`src/rtl/cavlc_coeff_scan_pkg.sv`:
```
// Shared types and constants for the CAVLC coefficient scanner.
// The block-length constants name the three supported block shapes.
package cavlc_coeff_scan_pkg;
  localparam int DEF_COEFF_W = 12;
  localparam int DEF_MAX_N   = 16;
  localparam int RUN_W       = 4;

  localparam logic [4:0] LEN_CDC  = 5'd4;
  localparam logic [4:0] LEN_AC   = 5'd15;
  localparam logic [4:0] LEN_LUMA = 5'd16;

  typedef enum logic [1:0] {S_IDLE, S_COLLECT, S_SUMMARY, S_EMIT} state_t;

  // Keeps only the signs that belong to the counted trailing ones.
  function automatic logic [2:0] t1_mask(input logic [1:0] n);
    case (n)
      2'd0:    t1_mask = 3'b000;
      2'd1:    t1_mask = 3'b001;
      2'd2:    t1_mask = 3'b011;
      default: t1_mask = 3'b111;
    endcase
  endfunction
endpackage

```
`src/rtl/cavlc_scan_buf.sv`:
```
// Level/run register file: one write port, one asynchronous read port.
module cavlc_scan_buf #(
  parameter int W     = 16,
  parameter int DEPTH = 16,
  localparam int AW   = $clog2(DEPTH)
) (
  input  logic          clk,
  input  logic          rst_n,
  input  logic          we,
  input  logic [AW-1:0] wr_addr,
  input  logic [W-1:0]  wr_data,
  input  logic [AW-1:0] rd_addr,
  output logic [W-1:0]  rd_data
);
  logic [DEPTH-1:0][W-1:0] mem;

  always_ff @(posedge clk or negedge rst_n) begin
    if (!rst_n)  mem <= '0;
    else if (we) mem[wr_addr] <= wr_data;
  end

  assign rd_data = mem[rd_addr];
endmodule

```
`src/rtl/cavlc_coeff_scan.sv`:
```
// Scans a zig-zag 4x4 block, reports the CAVLC block summary, then streams
// non-zero levels with run_before from highest frequency down.
module cavlc_coeff_scan
  import cavlc_coeff_scan_pkg::*;
#(
  parameter int COEFF_W = DEF_COEFF_W,
  parameter int MAX_N   = DEF_MAX_N
) (
  input  logic                      clk,
  input  logic                      rst_n,
  input  logic                      blk_start,
  input  logic [4:0]                blk_len,
  input  logic                      coeff_valid,
  output logic                      coeff_ready,
  input  logic signed [COEFF_W-1:0] coeff,
  output logic                      stat_valid,
  output logic [4:0]                totalcoeff,
  output logic [3:0]                totalzeros,
  output logic [1:0]                trailing_ones,
  output logic [2:0]                t1_sign,
  output logic                      sym_valid,
  input  logic                      sym_ready,
  output logic signed [COEFF_W-1:0] sym_level,
  output logic [3:0]                sym_run,
  output logic                      sym_last,
  output logic                      busy
);
  localparam int AW = $clog2(MAX_N);
  localparam int EW = COEFF_W + RUN_W;

  state_t        state, state_nx;
  logic [4:0]    len, idx, tc, lastpos;
  logic [3:0]    zrun;
  logic [1:0]    t1;
  logic [2:0]    signs;
  logic [AW-1:0] k;
  logic [EW-1:0] rd_data;
  logic [4:0]    st_tc;
  logic [3:0]    st_tz;
  logic [1:0]    st_t1;
  logic [2:0]    st_sg;
  logic [4:0]    tz_full;
  logic          accept, last_acc, is_one, nz;

  assign accept   = (state == S_COLLECT) && coeff_valid;
  assign last_acc = accept && (idx == len - 5'd1);
  assign nz       = (coeff != '0);
  // Exact +1/-1 match; the most negative code is an ordinary level.
  assign is_one   = (coeff == COEFF_W'(1)) || (coeff == {COEFF_W{1'b1}});
  assign tz_full  = (tc == '0) ? '0 : lastpos + 5'd1 - tc;

  always_ff @(posedge clk or negedge rst_n) begin
    if (!rst_n) state <= S_IDLE;
    else        state <= state_nx;
  end

  always_comb begin
    state_nx = state;
    case (state)
      S_IDLE:    if (blk_start) state_nx = S_COLLECT;
      S_COLLECT: if (last_acc) state_nx = S_SUMMARY;
      S_SUMMARY: state_nx = (tc != '0) ? S_EMIT : S_IDLE;
      S_EMIT:    if (sym_ready && k == '0) state_nx = S_IDLE;
      default:   state_nx = S_IDLE;
    endcase
  end

  always_ff @(posedge clk or negedge rst_n) begin
    if (!rst_n) begin
      len <= '0; idx <= '0; tc <= '0; lastpos <= '0; zrun <= '0;
      t1 <= '0; signs <= '0; k <= '0;
      st_tc <= '0; st_tz <= '0; st_t1 <= '0; st_sg <= '0;
    end else begin
      case (state)
        S_IDLE: if (blk_start) begin
          len     <= (blk_len == '0 || blk_len > 5'(MAX_N)) ? 5'(MAX_N) : blk_len;
          idx     <= '0;
          tc      <= '0;
          zrun    <= '0;
          t1      <= '0;
          signs   <= '0;
          lastpos <= '0;
        end
        S_COLLECT: if (accept) begin
          idx <= idx + 5'd1;
          if (!nz) zrun <= zrun + 4'd1;
          else begin
            tc      <= tc + 5'd1;
            zrun    <= '0;
            lastpos <= idx;
            // Three most recent ±1 signs always held; a larger level clears the tail.
            if (is_one) begin
              t1    <= (t1 == 2'd3) ? 2'd3 : t1 + 2'd1;
              signs <= {signs[1:0], coeff[COEFF_W-1]};
            end else begin
              t1    <= '0;
              signs <= '0;
            end
          end
        end
        S_SUMMARY: begin
          st_tc <= tc;
          st_tz <= tz_full[3:0];
          st_t1 <= t1;
          st_sg <= signs & t1_mask(t1);
          k     <= AW'(tc - 5'd1);
        end
        S_EMIT: if (sym_ready && k != '0) k <= k - 1'b1;
        default: ;
      endcase
    end
  end

  cavlc_scan_buf #(.W(EW), .DEPTH(MAX_N)) u_buf (
    .clk     (clk),
    .rst_n   (rst_n),
    .we      (accept && nz),
    .wr_addr (tc[AW-1:0]),
    .wr_data ({coeff, zrun}),
    .rd_addr (k),
    .rd_data (rd_data)
  );

  // Live values during SUMMARY, held copies afterwards.
  assign coeff_ready   = (state == S_COLLECT);
  assign stat_valid    = (state == S_SUMMARY);
  assign busy          = (state != S_IDLE);
  assign totalcoeff    = stat_valid ? tc : st_tc;
  assign totalzeros    = stat_valid ? tz_full[3:0] : st_tz;
  assign trailing_ones = stat_valid ? t1 : st_t1;
  assign t1_sign       = stat_valid ? (signs & t1_mask(t1)) : st_sg;

  assign sym_valid = (state == S_EMIT);
  assign sym_level = sym_valid ? rd_data[EW-1:RUN_W] : '0;
  assign sym_run   = sym_valid ? rd_data[RUN_W-1:0] : '0;
  assign sym_last  = sym_valid && (k == '0);
endmodule

```
`config.mk`:
```
export PLATFORM = sky130hd
export DESIGN_NAME = cavlc_coeff_scan
export DESIGN_NICKNAME = d
export VERILOG_FILES = /design/src/rtl/cavlc_coeff_scan_pkg.sv /design/src/rtl/cavlc_scan_buf.sv /design/src/rtl/cavlc_coeff_scan.sv
export SDC_FILE = /design/constraint.sdc
export NUM_CORES = 1
export LEC_CHECK = 0
export CAP_MARGIN = 25
export CELL_PAD_IN_SITES_DETAIL_PLACEMENT = 1
export CELL_PAD_IN_SITES_GLOBAL_PLACEMENT = 1
export CORE_UTILIZATION = 35
export CTS_CLUSTER_DIAMETER = 50
export DETAILED_ROUTE_END_ITERATION = 8
export GPL_TIMING_DRIVEN = 0
export HOLD_SLACK_MARGIN = 0.02
export PLACE_DENSITY_LB_ADDON = 0.1
export SYNTH_ARGS = -nofsm -noshare
export SYNTH_HDL_FRONTEND = slang
export SYNTH_HIERARCHICAL = 1
export SYNTH_SLANG_ARGS = --single-unit
```
`constraint.sdc`:
```
create_clock -name clk -period 3.4 [get_ports clk]
set_input_delay 1.02 -clock clk [delete_from_list [all_inputs] [get_ports clk]]
set_output_delay 1.02 -clock clk [all_outputs]
set_load 0.01 [all_outputs]
```
* Word level (Yosys, flattened, before mapping)
Cells that the tools add are included.
** Cells by class
- Magnitude comparators :: 4
- Equal/unequal tests :: 15
- Bitwise gates (word level) :: 2
- Reductions and logical operators :: 25
- Mux-type cells :: 46
- $add $sub $neg :: 9
** Operators with widths (number)
- $bwmux 256 :: 1
- $bmux 16 s4 :: 1
- $demux 16 s4 :: 1
- $mux 4 :: 9
- $mux 16 :: 2
- $mux 5 :: 6
- $pmux 4 s2 :: 3
- $mux 2 :: 10
- $pmux 5 s2 :: 2
- $mux 3 :: 6
- $eq 12x12->1 const B :: 1
- $eq 12x2->1 const B :: 1
- $mux 12 :: 1
- $reduce_bool 12->1 :: 1
- $add 5x1->5 const B :: 2
- $logic_not 5->1 :: 2
- $lt 4x5->1 const B :: 2
- $ne 2x1->1 const B :: 5
- $pmux 3 s3 :: 1
- $add 4x1->4 const B :: 2
- $eq 2x2->1 const B :: 4
- $pmux 2 s4 :: 1
- $sub 4x1->4 const B :: 2
- $logic_and 1x1->1 :: 7
- other kinds (20) :: 28
** Storage, ports and cells
- Input port bits :: 22
- Logic and storage cells :: 130
- Output and inout bits :: 35
- Flip-flop bits (word level) :: 304

* Logic depth before layout (Yosys ltp)
Gate-level depths: netlist (run 1).
- Depth in word-level cells :: 6
- Mapped depth :: 9
- Gate-level depth less buffers :: 9

* Hierarchy
Netlist (run 1), hierarchy kept.
** Modules (own cells, without submodules)
- cavlc_scan_buf :: area each 11607.4 µm², sequential area each 6406.1 µm², instances 1, cells each 712
- cavlc_coeff_scan :: area each 2715.1 µm², sequential area each 1201.2 µm², instances 1, cells each 283

* Worst setup path after synthesis (run 1)
OpenSTA, ideal clock, no wires.
- Kind :: input to register
- Start :: input coeff[10]
- End :: register u_buf/mem[133] in the netlist's numbering
- Required time :: 3.275 ns
- Buffers on the path :: 2
- Setup slack :: 0.322 ns
- Data arrival time :: 2.953 ns
- Library setup time :: 0.125 ns
- Stages :: 8
- Cell sequence :: nor4_2 and4b_1 buf_4 nor2_1 nand2_1 nor4_4 buf_2 mux2_2
** Between the ends
- Cells in the longest elaborated chain, start to end :: 2
** Ends and longest elaborated chain
- start, declared :: line cavlc_coeff_scan.sv:15 : input logic signed [COEFF_W-1:0] coeff,
- $reduce_bool 12->1 :: line cavlc_coeff_scan.sv:47 : assign nz = (coeff != '0);
- $logic_and 1x1->1 :: line cavlc_coeff_scan.sv:117 : .we (accept && nz),
- end signal, assigned by index :: line cavlc_scan_buf.sv:19 : else if (we) mem[wr_addr] <= wr_data;
- end, declared :: line cavlc_scan_buf.sv:15 : logic [DEPTH-1:0][W-1:0] mem;
No other way between the ends.
A chain may end at the register's enable or synchronous reset.

* Worst setup path after layout (run 1)
- Start :: register k[0]
- End :: output sym_level[5]
** Between the ends
- Cells in the longest elaborated chain, start to end :: 3
** Ends and longest elaborated chain
- start, declared :: line cavlc_coeff_scan.sv:36 : logic [AW-1:0] k;
- start signal, assigned :: line cavlc_coeff_scan.sv:106 : k <= AW'(tc - 5'd1);
- start signal, assigned :: line cavlc_coeff_scan.sv:108 : S_EMIT: if (sym_ready && k != '0) k <= k - 1'b1;
- $bmux 16 s4 :: line cavlc_scan_buf.sv:22 : assign rd_data = mem[rd_addr];
- $mux 16 (implied by the code) :: line cavlc_scan_buf.sv:22
- via rd_data[9] :: line cavlc_coeff_scan.sv:37 : logic [EW-1:0] rd_data;
- $mux 12 :: line cavlc_coeff_scan.sv:134 : assign sym_level = sym_valid ? rd_data[EW-1:RUN_W] : '0;
- end, declared :: line cavlc_coeff_scan.sv:23 : output logic signed [COEFF_W-1:0] sym_level,
The timed path passes the listed nets, and every way through them passes these cells. The select of a mux whose other input is x is not followed.

==> results of run 1 <==
-- worst reg2reg max path, stage by stage, from the launching register on --
cell      delay, ns
dfrtp_1        0.34
buf_4          0.18
and2b_1        0.32
nand2_2        0.25
nor2_4         0.35
nand2b_1       0.20
or4_4          0.46
buf_6          0.17
buf_12         0.17
mux2_4         0.30
-- final cells by class --
type / count / area, µm² / share of cell area [%]
Sequential cell: 304 / 7620 / 41.6
Multi-Input combinational cell: 594 / 6650 / 36.3
Clock buffer: 58 / 1220 / 6.68
Timing Repair Buffer: 105 / 1150 / 6.28
Tap cell: 525 / 657 / 3.58
Buffer: 73 / 642 / 3.50
Clock inverter: 22 / 308 / 1.68
Inverter: 21 / 81.3 / 0.444
Antenna cell: 1 / 2.50 / 0.0137
-- worst paths after layout --
kind                                        to  slack, ns  cells after the start
worst max register to register    u_buf/mem[1]       0.54                      9
worst min-delay path                  st_tc[1]       0.40                      1
max in group asynchronous       u_buf/mem[126]       1.75                      3
worst min register to register        st_tz[2]       0.49                      2
worst max-delay path              sym_level[5]      -0.26                      9
min in group clk                      st_tz[2]       0.49                      2
-- kinds of logic (layout without fill, tap and decap cells) --
kind of cell             count (synthesis)  count (layout)  share of synthesized area (%)
AO/OA/AOI/OAI                           85              85                           4.15
XOR/XNOR                                15              15                          0.917
adder cells (fa/ha/maj)                 12              12                           1.10
buffers and inverters                   97             279                           3.26
flip-flops                             304             304                           53.1
multiplexers                           332             332                           31.4
other                                    0               1                              0
AND/OR/NAND/NOR                        150             150                           6.04
-- through the flow --
step	std cells	hold WS (ns)	instance area (µm²)	total power (W)
after floorplan	995	0.474	14300	0.00891
after global placement	1576	0.476	15500	0.0106
after detailed placement	1579	0.487	15600	0.0107
after CTS	1694	0.411	18300	0.0169
after global routing	1702	0.426	18300	0.0176
final	1703	0.398	18300	0.0167
-- power by group through the flow --
stage,Clock (W),Sequential [W],Combinational [W]
detailed placement,0,0.00548,0.00522
global route,0.00505,0.00558,0.00697
CTS,0.00491,0.00543,0.00659
finish,0.00476,0.00543,0.00649
global placement,0,0.00547,0.00513
floorplan,0,0.00523,0.00368
-- per-layer routing --
metal / vias up / wire (µm) / GRT usage (%)
met1: 4849 / 19200 / 29.7
li1: 4002 / - / -
met3: 61 / 1730 / 3.94
met2: 145 / 18700 / 31.7
met5: - / 0 / 0
met4: 0 / 748 / 5.20
-- cell usage in the layout (no fill, tap or decap), types with 14 or more instances in the layout --
cell type | synthesis | layout
clkbuf_1 | 40 | 28
mux4_2 | 64 | 64
dfrtp_1 | 304 | 297
nand3_1 | 14 | 14
clkbuf_8 | 0 | 14
a22oi_2 | 0 | 29
nand2_1 | 49 | 47
buf_6 | 4 | 26
clkbuf_16 | 0 | 45
mux2_2 | 246 | 246
buf_4 | 8 | 44
clkdlybuf4s50_1 | 0 | 21
o21ai_1 | 16 | 14
-- what timing repair did --
action | CTS | global route
endpoints found under the setup margin | 289 | 210
setup buffers | 33 | 13
pin swaps | 47 | 25
cloned | 5 | 0
endpoints found under the hold margin | 0 | 0
resized for setup | 275 | 23
-- flip-flops by register name, summed over array words and instances (netlist names) --
register,count
state,2
st_t1,2
len,5
st_tz,4
t1,2
zrun,4
k,4
lastpos,4
idx,5
u_buf/mem,256
tc,5
st_sg,3
signs,3
st_tc,5
==> results by group, run 1 <==
STA
  – Clock skew: 0.0187 ns
  – RSZ-0062 raised after global routing: yes
  – FMAX: 0.273 GHz
  – Fin. max-slew vios: 0
  – Final Cycle Share: 108%
  – Crit path time final: 3.66 ns
  – Final Hold Viols: 0
  – Setup TNS Final: -2.79 ns
  – Actual slew at the worst max-slew pin: 0.691 ns
  – Setup ws final: -0.259 ns
  – Final setup fails: 17
  – Max-slew headroom: 53.9%

Global route
  – Pin count of the biggest net entering global routing: 82
  – First-pass GRT wire length: 63.7 mm
  – Vias in the first global route: 10000
  – Number of antenna violations at the first check in global routing: 1
  – Total congestion overflow: 0
  – Tot GR Track Use: 20.6%

Synthesis
  – Syn Inst Count: 995
  – Synthesized flop and latch total: 304
  – Post-synth top flop: dfrtp_1
  – Synth top area share: 53.1%
  – Asr flop ratio synth: 100%
  – Synth cell count leaders: dfrtp_1 (304), mux2_2 (246), mux4_2 (64)
  – Syn Nets: 1029
  – Syn Std Cell Area: 14300 µm²
  – Main area contributors after synthesis: dfrtp_1 (53%), mux2_2 (19%), mux4_2 (10%), a22oi_1 (1.7%), mux2_4 (1.4%)
  – Synth cell types: 63
  – Most numerous cell in the Yosys netlist: dfrtp_1
  – Post-synth EDFFs: 0
  – Register area share after synthesis: 53.1%
  – Area leader, netlist: dfrtp_1
  – Mean Syn Cell Area: 14.4 µm²
  – Warnings, synthesis: 6

Place
  – Dpl hpwl: 26.2 mm
  – I/O Buffers: 56
  – Gpl congestion: 0.729
  – Minimum setup slack after placement: -1.46 ns

Floorplanning
  – Die Height: 204 µm
  – Core Area: 40000 µm²
  – # rows: 73
  – I/O pin count: 57
  – Die width: 204 µm
  – Initial core utilization: 35.8%
  – Die area: 41700 µm²

Worst setup path
  – Critical path's slowest cell: mux4_2
  – Critical Path AT: 2.64 ns
  – Worst path max stage delay: 0.53 ns
  – Critical path buffers and inverters: 5
  – Max FO, Critical Path: 5
  – Crit. End Element: primary output
  – CP startpoint kind: register
  – Critical Path Start: k[0]
  – CP top delay family: buffers and inverters
  – Data required, critical path: 2.38 ns
  – RR Startpoint: state[0]
  – CP Class: register to primary output
  – Crit-path cells: buf_12 -> buf_8 -> buf_12 -> buf_6 -> mux4_2 -> a22oi_2 -> nand2_1 -> and3_4 -> buf_6

Clock tree
  – Clk_lat worst skew: 0.56 ns
  – Clk pin slew, worst setup/hold paths: 0.05 ns
  – Clock Path Buffers: 3
  – CTS Buf Count: 44
  – Htree depth: 2
  – TritonCTS clock tree: yes
  – CTS hold repair buffers: 0
  – Root buf cell: clkbuf_16
  – CTS Sinks: 304

Run status
  – Violated checks: negative setup slack
  – Status: finished, violations left

Route
  – Post-DR wirelength/cell: 23.7 µm
  – Vias: 9057
  – Vias/cell: 5.32
  – Post-Route WL: 40.3 mm
  – Initial DRC Count: 414
  – Post-route ant nets: 0
  – Residual DRC: 0
  – Drt first pass iters: 4

Pwr
  – Psw: 0.00542 W
  – Switch share: 32.5%
  – Maximum VDD drop: 0.454 mV
  – Cell-internal power: 0.0113 W
  – Leakage: 8.28 nW
  – Clock network power share: 28.5%
  – Gate power share: 38.9%
  – Pwr/cell area: 910 nW/µm²
  – Flop pwr share: 32.5%

Cells and area
  – Nets: 1177
  – Fin util: 45.8%
  – Area growth syn-to-layout: 28.0%
  – Fill count: 3979
  – Share of layout cells above drive strength 1: 52.1%

Worst hold path
  – HP Class: primary input to async pin

Flow run
  – Max Cap Viol: 0
Power figures use the tool's default switching activity.
==> run 2, diff against run 1 <==
- CELL_PAD_IN_SITES_DETAIL_PLACEMENT: 1 -> unset
- CELL_PAD_IN_SITES_GLOBAL_PLACEMENT: 1 -> unset
- PLACE_DENSITY_LB_ADDON: 0.1 -> unset
- SETUP_SLACK_MARGIN: unset -> 0.4
==> results by group, run 2 (synthesis gave the netlist of run 1 again) <==
STA
  – FMAX: 0.274 GHz
  – Fin. max-slew vios: 0
  – Final Cycle Share: 107%
  – Final setup fails: 16
  – Setup ws final: -0.250 ns
  – Final Hold Viols: 0
  – Clock skew: 0.0195 ns
  – Actual slew at the worst max-slew pin: 0.884 ns
  – Max-slew headroom: 41.0%
  – Hold_ws: 0.469 ns
  – RSZ-0062 raised after global routing: yes
  – Crit path time final: 3.65 ns

Global route
  – Grt met2 use: 28.4%
  – Gr busiest metal: met2
  – First-pass GRT wire length: 58.9 mm
  – Vias in the first global route: 9475
  – GR Util met1: 27.5%
  – Tot GR Track Use: 18.7%
  – Pin count of the biggest net entering global routing: 114
  – Total congestion overflow: 0
  – Number of antenna violations at the first check in global routing: 0
  – GR met3 Demand/Resource: 3.51%

Pwr
  – Psw: 0.00533 W
  – Gate power share: 41.7%
  – Flop pwr share: 33.6%
  – Design Power: 0.0162 W
  – Clock network power share: 24.7%
  – Switch share: 32.9%
  – Pwr/cell area: 877 nW/µm²
  – Leakage: 8.29 nW
  – Maximum VDD drop: 0.387 mV
  – Cell-internal power: 0.0108 W

Place
  – Dpl hpwl: 23.7 mm
  – I/O Buffers: 56
  – Gpl congestion: 0.785

Worst setup path
  – Data required, critical path: 2.38 ns
  – Crit Reg-Reg Endpoint: u_buf/mem[1]
  – CP startpoint kind: register
  – Max FO, Critical Path: 5
  – Critical Path Start: k[0]
  – Reg-to-reg slack, setup: 0.61 ns
  – Worst reg2reg path depth: 11
  – Critical Path AT: 2.63 ns
  – CP Class: register to primary output
  – Crit. End Element: primary output
  – RR Startpoint: state[0]
  – Crit path capture: sym_level[1]

Floorplanning
  – Initial core utilization: 35.8%
  – Die width: 204 µm
  – # rows: 73
  – Die Height: 204 µm
  – I/O pin count: 57
  – Die area: 41700 µm²
  – Core Area: 40000 µm²

Route
  – Initial DRC Count: 491
  – Vias/cell: 5.32
  – Drt first pass iters: 5
  – Post-route ant nets: 0
  – Post-Route WL: 38.2 mm
  – Residual DRC: 0
  – Post-DR wirelength/cell: 22.2 µm
  – Vias: 9167

Worst hold path
  – HP Class: register to register

Run status
  – Status: finished, violations left
  – Violated checks: negative setup slack

Clock tree
  – Htree depth: 2
  – CTS hold repair buffers: 0
  – CTS Buf Count: 36
  – TritonCTS clock tree: yes
  – Clk pin slew, worst setup/hold paths: 0.06 ns
  – CTS Sinks: 304
  – Clock Path Buffers: 3
  – Root buf cell: clkbuf_16
  – Clk_lat worst skew: 0.52 ns

Cells and area
  – Commonest non-fill, non-tap cell in the layout: dfrtp_1
  – Fill count: 3562
  – Reg with most FFs: u_buf/mem
  – Max reg flops: 256
  – Most frequent cells in the layout: dfrtp_1 (297), mux2_2 (246), buf_4 (64), mux4_2 (64), nand2_1 (44)
  – Nets: 1205
  – Diode count: 0
  – Share of layout cells above drive strength 1: 56.3%
  – Area growth syn-to-layout: 28.6%

Flow run
  – Max Cap Viol: 0
[run 2: cell types whose count changed in the layout (fill, tap and decap cells not counted), moves of 7 or more]
cell	delta
buf_4	+20
clkdlybuf4s50_1	-13
buf_6	+11
clkdlybuf4s15_2	+10
clkbuf_2	+7
dlymetal6s2s_1	-7
[run 2: worst min-delay path by stage]
stage | to | slack [ns] | cells after the start | start
floorplan | u_buf/mem[37] | 0.47 | 1 | u_buf/mem[37]
global placement | st_sg[1] | 0.47 | 2 | st_sg[1]
detailed placement | st_sg[1] | 0.47 | 2 | st_sg[1]
CTS | st_sg[1] | 0.48 | 2 | st_sg[1]
global route | u_buf/mem[41] | 0.51 | 1 | u_buf/mem[41]
finish | st_tz[2] | 0.47 | 2 | st_tz[2]
[run 2: through the flow]
stage / std cells / utilization, % / area [µm²] / setup slack [ns] / setup TNS (ns)
finish: 1723 / 46.0 / 18400 / -0.250 / -2.69
global route: 1723 / 46.0 / 18400 / -0.299 / -3.67
CTS: 1694 / 45.1 / 18000 / -0.249 / -3.00
detailed placement: 1578 / 39.0 / 15600 / -1.11 / -214.45
global placement: 1576 / 38.9 / 15500 / -12.08 / -3871.98
floorplan: 995 / - / 14300 / 0.461 / 0
[run 2: routing by layer]
metal | share of wire (%) | vias up
li1 | - | 4053
met1 | 48 | 4874
met2 | 45 | 190
met3 | 4.8 | 50
met4 | 1.7 | 0
met5 | 0 | -
[run 2: worst max-delay path, stage by stage (launching register included)]
cell and delay (ns):
dfrtp_2 0.43, buf_12 0.15, buf_8 0.12, buf_8 0.13, buf_12 0.14, buf_6 0.11, mux4_2 0.45, a22oi_2 0.16
nand2_1 0.08, and3_4 0.21, buf_6 0.12
[run 2: repair_timing]
action                                  CTS  global route
resized for setup                       348            65
pin swaps                                46            28
endpoints found under the setup margin  289           153
setup buffers                            47            27
cloned                                    4             2
[run 2: cell type report]
| type | instances | area (µm²) | share of cell area, % |
|---|---|---|---|
| clock buffer | 50 | 1060 | 5.73 |
| buffer | 76 | 689 | 3.74 |
| inverter | 21 | 91.3 | 0.496 |
| timing repair buffer | 137 | 1380 | 7.51 |
| tap | 525 | 657 | 3.57 |
| clock inverter | 15 | 180 | 0.978 |
| multi-input combinational | 595 | 6750 | 36.6 |
| sequential | 304 | 7620 | 41.3 |
[run 2: power by group through the flow]
stage	Combinational [W]	Sequential [W]	Clock, W
after floorplan	0.00368	0.00523	0
after global placement	0.00499	0.00543	0
after detailed placement	0.00511	0.00546	0
after CTS	0.00643	0.00541	0.00410
after global routing	0.00718	0.00557	0.00425
final	0.00674	0.00543	0.00400
